--- src/rtl/regfile_rename.sv ---
// regfile_rename: 32 x 32-bit architectural register file with per-register busy/ROB-tag rename state.
// Optional REGFILE_COMMIT_BYPASS_EN forwards a tag-matching commit to same-cycle queries.
module regfile_rename #(
  parameter int REG_NUM = 32,
  parameter int TAG_W = 4
) (
  input  logic             in_clk,
  input  logic             in_rst_n,
  input  logic             in_rdy,
  input  logic             in_flush_enable,
  input  logic [4:0]       in_decoder_rs,
  input  logic [4:0]       in_decoder_rt,
  output logic             out_decoder_rs_busy,
  output logic             out_decoder_rt_busy,
  output logic [TAG_W-1:0] out_decoder_rs_reorder,
  output logic [TAG_W-1:0] out_decoder_rt_reorder,
  output logic [31:0]      out_decoder_rs_value,
  output logic [31:0]      out_decoder_rt_value,
  input  logic             in_decoder_rename_enable,
  input  logic [4:0]       in_decoder_rd,
  input  logic [TAG_W-1:0] in_decoder_reorder,
  input  logic             in_rob_commit_enable,
  input  logic [4:0]       in_rob_commit_rd,
  input  logic [31:0]      in_rob_commit_value,
  input  logic [TAG_W-1:0] in_rob_commit_reorder,
  output logic [31:0]      out_commit_count
);
`ifdef REGFILE_COMMIT_BYPASS_EN
  localparam bit BYP = 1'b1;
`else
  localparam bit BYP = 1'b0;
`endif
  logic [31:0]      value [REG_NUM];
  logic [TAG_W-1:0] tag [REG_NUM];
  logic [REG_NUM-1:0] busy;
  logic commit, rename, retire;
  assign commit = in_rdy && in_rob_commit_enable && in_rob_commit_rd != 5'd0;
  assign rename = in_rdy && in_decoder_rename_enable && in_decoder_rd != 5'd0 && !in_flush_enable;
  assign retire = busy[in_rob_commit_rd] && tag[in_rob_commit_rd] == in_rob_commit_reorder;
  // Later non-blocking writes win: flush, then commit release, then rename.
  always_ff @(posedge in_clk or negedge in_rst_n)
    if (!in_rst_n) begin
      for (int i = 0; i < REG_NUM; i++) begin
        value[i] <= '0;
        tag[i] <= '0;
      end
      busy <= '0;
      out_commit_count <= '0;
    end else if (in_rdy) begin
      if (in_flush_enable) begin
        busy <= '0;
        for (int i = 0; i < REG_NUM; i++) tag[i] <= '0;
      end
      if (commit) begin
        value[in_rob_commit_rd] <= in_rob_commit_value;
        out_commit_count <= out_commit_count + 32'd1;
        if (retire) begin
          busy[in_rob_commit_rd] <= 1'b0;
          tag[in_rob_commit_rd] <= '0;
        end
      end
      if (rename) begin
        busy[in_decoder_rd] <= 1'b1;
        tag[in_decoder_rd] <= in_decoder_reorder;
      end
    end
  function automatic logic [TAG_W+32:0] query(input logic [4:0] r);
    logic hit;
    hit = BYP && commit && r == in_rob_commit_rd && retire;
    return r == 5'd0 ? '0 : hit ? {1'b0, {TAG_W{1'b0}}, in_rob_commit_value} : {busy[r], tag[r], value[r]};
  endfunction
  assign {out_decoder_rs_busy, out_decoder_rs_reorder, out_decoder_rs_value} = query(in_decoder_rs);
  assign {out_decoder_rt_busy, out_decoder_rt_reorder, out_decoder_rt_value} = query(in_decoder_rt);
endmodule

--- config.mk ---
export PLATFORM = sky130hd
export DESIGN_NAME = regfile_rename
export DESIGN_NICKNAME = d
export VERILOG_FILES = /design/src/rtl/regfile_rename.sv
export SDC_FILE = /design/constraint.sdc
export NUM_CORES = 2
export LEC_CHECK = 0
export BUFFER_PORTS_ARGS = -buffer_cell sky130_fd_sc_hd__buf_2
export CORE_ASPECT_RATIO = 1.5
export CORE_UTILIZATION = 45
export DETAILED_ROUTE_END_ITERATION = 10
export SLEW_MARGIN = 20
export SYNTH_ARGS = -nofsm -noshare
export SYNTH_HDL_FRONTEND = slang
export SYNTH_SLANG_ARGS = --single-unit
--- constraint.sdc ---
create_clock -name in_clk -period 2.4 [get_ports in_clk]
set_input_delay 0 -clock in_clk [delete_from_list [all_inputs] [get_ports in_clk]]
set_output_delay 0 -clock in_clk [all_outputs]
set_load 0.01 [all_outputs]
==> flow_metrics.tcl <==
set metrics [dict create \
    status "finished, violations left" \
    violations "setup timing" \
    synth_warnings 0 \
    crit_arrival_ns 2.88 \
    routed_via_density 6.54 \
    min_period_ns 2.88 \
    clk_latency_ns 0.79 \
    hold_path_class "in2reg" \
    ys_seq_elements 1216 \
    ioPinCount 172 \
    nets 5396 \
    synthesis.area_um2 66700 \
    port_buffers 171 \
    dieHeight_um 474 \
    cts.sinks 1216 \
    synth-seq-area-share_pct 45.6 \
    synth_edf_count 0 \
    synthFlopType "dfrtp_1" \
    area_delta_synth_final_pct 23.6 \
    final-max-slew-violation-count 0 \
    rsz0062_at_grt "yes" \
    synth_cell_types 58 \
    finalHoldWorstSlack_ns 0.0425 \
    final_layout_size_suffix_gt1_share_pct 55.2 \
    cp_slowest_cell "mux4_2" \
    routed_wl_um 239000 \
    clkSlewWorstSetupHoldPaths_ns 0.06 \
    numCtsBuffers 121 \
    fp.dieW_um 316 \
    cts.root.buffer_cell "clkbuf_16" \
    cap_viol_max_count 0 \
    drt-pass1-iter-count 6 \
    relSlewSlack_pct 21.1 \
    cp.required_ns 2.40 \
    grt_pass1_wl_um 348000 \
    leakagePower_nw 36.3 \
    cts_tree "done" \
    setup-violations-final 228 \
    drc_errors 0 \
    track_usage_pct 32.1 \
    htree_levels 3 \
    wl_per_cell_um 32.4 \
    gp_congestion 0.969 \
    crit_fanout 4 \
    vias 48100 \
    dieArea_um2 150000 \
    drtIter0Drc 4557 \
    dp_hpwl_um 152000 \
    cp-start-kind "flip-flop" \
    peakVddDrop_mv 0.646 \
    postSynth.asyncResetShare_pct 100 \
    crit_path_max_incr_delay_ns 0.47 \
    path_cells "buf_6 > mux4_2 > mux2_4 > a221oi_2 > buf_4 > nor2_4 > a21oi_2 > nor2_1 > buf_2" \
    fin_crit_sh_pct 120 \
    power-per-cell-area_nw_per_um2 723 \
    clockBufferDepth 3 \
    rows 172 \
    cp-end-kind "output port" \
    finalClockSkew_ns 0.0430 \
    final_cell_mix "dfrtp_1, mux2_2, mux4_2" \
    fmax_mhz 347 \
    core-area_um2 147000 \
    grt_max_degree 128 \
    fillerInstances 11900 \
    drtAntennaViolNets 0 \
    start_util_pct 45.5 \
    grt_pass1_vias 50000 \
    worst_slack_ns -0.484 \
    syn-num-nets 4861 \
    dp_slack_ns -0.475 \
    worstMarginPinSlew_ns 1.17 \
    grt_antenna_before_repair 10 \
    place_inst 6921 \
    grt_overflow 0 \
    worstSetupPathType "reg2out" \
    finalHoldViolations 0 \
    p_total_mw 59.6 \
    final_cells 7356 \
    final_common_cell "dfrtp_1" \
    synthCells 4794 \
    syn_area_per_cell_um2 13.9 \
]
[stage by stage]
stage / setup TNS (ns) / utilization [%] / cell area, µm²
2_1_floorplan: 0 / - / 66700
3_3_place_gp: -55.57 / 50.4 / 74000
3_5_place_dp: -52.39 / 50.4 / 74000
4_1_cts: -69.35 / 55.6 / 81600
5_1_grt: -81.76 / 56.2 / 82400
6_report: -70.33 / 56.2 / 82400
[layer usage]
metal	share of wire [%]	track usage, %	up-vias
li1	-	-	19400
met3	6.7	4.97	678
met2	49	52.3	2157
met4	6.1	17.6	4
met1	38	40.9	25900
met5	0.011	0	-
[synth_stat cells, types with 4 or more instances]
master	number	area, µm²
mux2_2	1006	11300
nor2b_1	11	68.8
xor2_1	8	70.1
or2_2	4	25.0
a211oi_1	32	240
a221oi_1	28	245
clkbuf_1	345	1290
dfrtp_1	1216	30400
o31ai_1	28	210
o221ai_1	28	245
mux4_2	641	14400
a31oi_1	27	169
buf_6	10	113
nand4_1	8	50.1
o22ai_1	39	244
a211o_1	6	52.6
nor2_1	245	920
o21ai_0	121	606
nand2_1	299	1120
or3_1	9	56.3
and3_1	7	43.8
a21oi_1	148	741
a22o_1	8	70.1
nand3_1	32	160
mux2i_1	200	2000
a2bb2oi_1	8	70.1
nor3_1	16	80.1
and2_1	6	37.5
o21ai_1	14	70.1
buf_4	7	52.6
o211ai_1	14	105
buf_1	64	240
xnor2_1	26	228
a22oi_1	21	158
nand2b_1	19	119
buf_2	62	310
[registers in the layout, indices dropped and copies added, names as in the netlist]
name,flops
busy,32
out_commit_count,32
tag,128
value,1024
[power breakdown]
part	internal, mW	leakage [nW]	switching (mW)
combinational	7.45	18.2	5.95
sequential	23.2	15.9	2.02
clock	12.2	2.14	8.82
[cells by family after synthesis]
| logic type | after synthesis | share of synthesized area [%] |
|---|---|---|
| buf+inv | 498 | 3.12 |
| flops | 1216 | 45.6 |
| fa+ha+maj | 1 | 0.0187 |
| compound gates | 527 | 4.94 |
| simple gates | 668 | 4.15 |
| mux | 1850 | 41.7 |
| xor+xnor | 34 | 0.446 |
[worst max-delay path: cells and delay by family (launching register included)]
family,cells,cell delay (ns)
multiplexers,2,0.75
buffers and inverters,3,0.46
flip-flops,1,0.40
AO/OA/AOI/OAI,2,0.38
AND/OR/NAND/NOR,2,0.10
[cell type report]
cell class,count,area (µm²),area share (%)
antenna,9,22.5,0.0273
clock buffer,170,3500,4.24
clock inverter,57,882,1.07
inverter,5,18.8,0.0228
multi-input combinational,3080,36100,43.8
sequential,1216,30400,36.9
tap,1914,2390,2.90
timing repair buffer,905,9120,11.1
[path summary, 6_finish.rpt]
kind,start,to,slack [ns],cells after the start
worst min register to register,value[1018],value[1018],0.40,0
min in group asynchronous,in_rst_n,value[349],0.47,4
worst max-delay path,tag[97],out_decoder_rs_reorder[1],-0.48,9
max in group asynchronous,in_rst_n,value[264],1.14,5
worst min-delay path,in_rob_commit_reorder[1],busy[8],0.04,6
worst max register to register,tag[1],tag[55],-0.43,13
[timing repair]
item / 4_1_cts / 5_1_grt
gates cloned: 16 / 2
pin swaps: 134 / 99
endpoints found under the hold margin: 2369 / 0
setup endpoints to repair: 228 / 232
hold buffers: 57 / 0
gates resized for setup: 410 / 177
setup buffers: 90 / 47
Note: power is estimated with default switching activity, not from simulation.
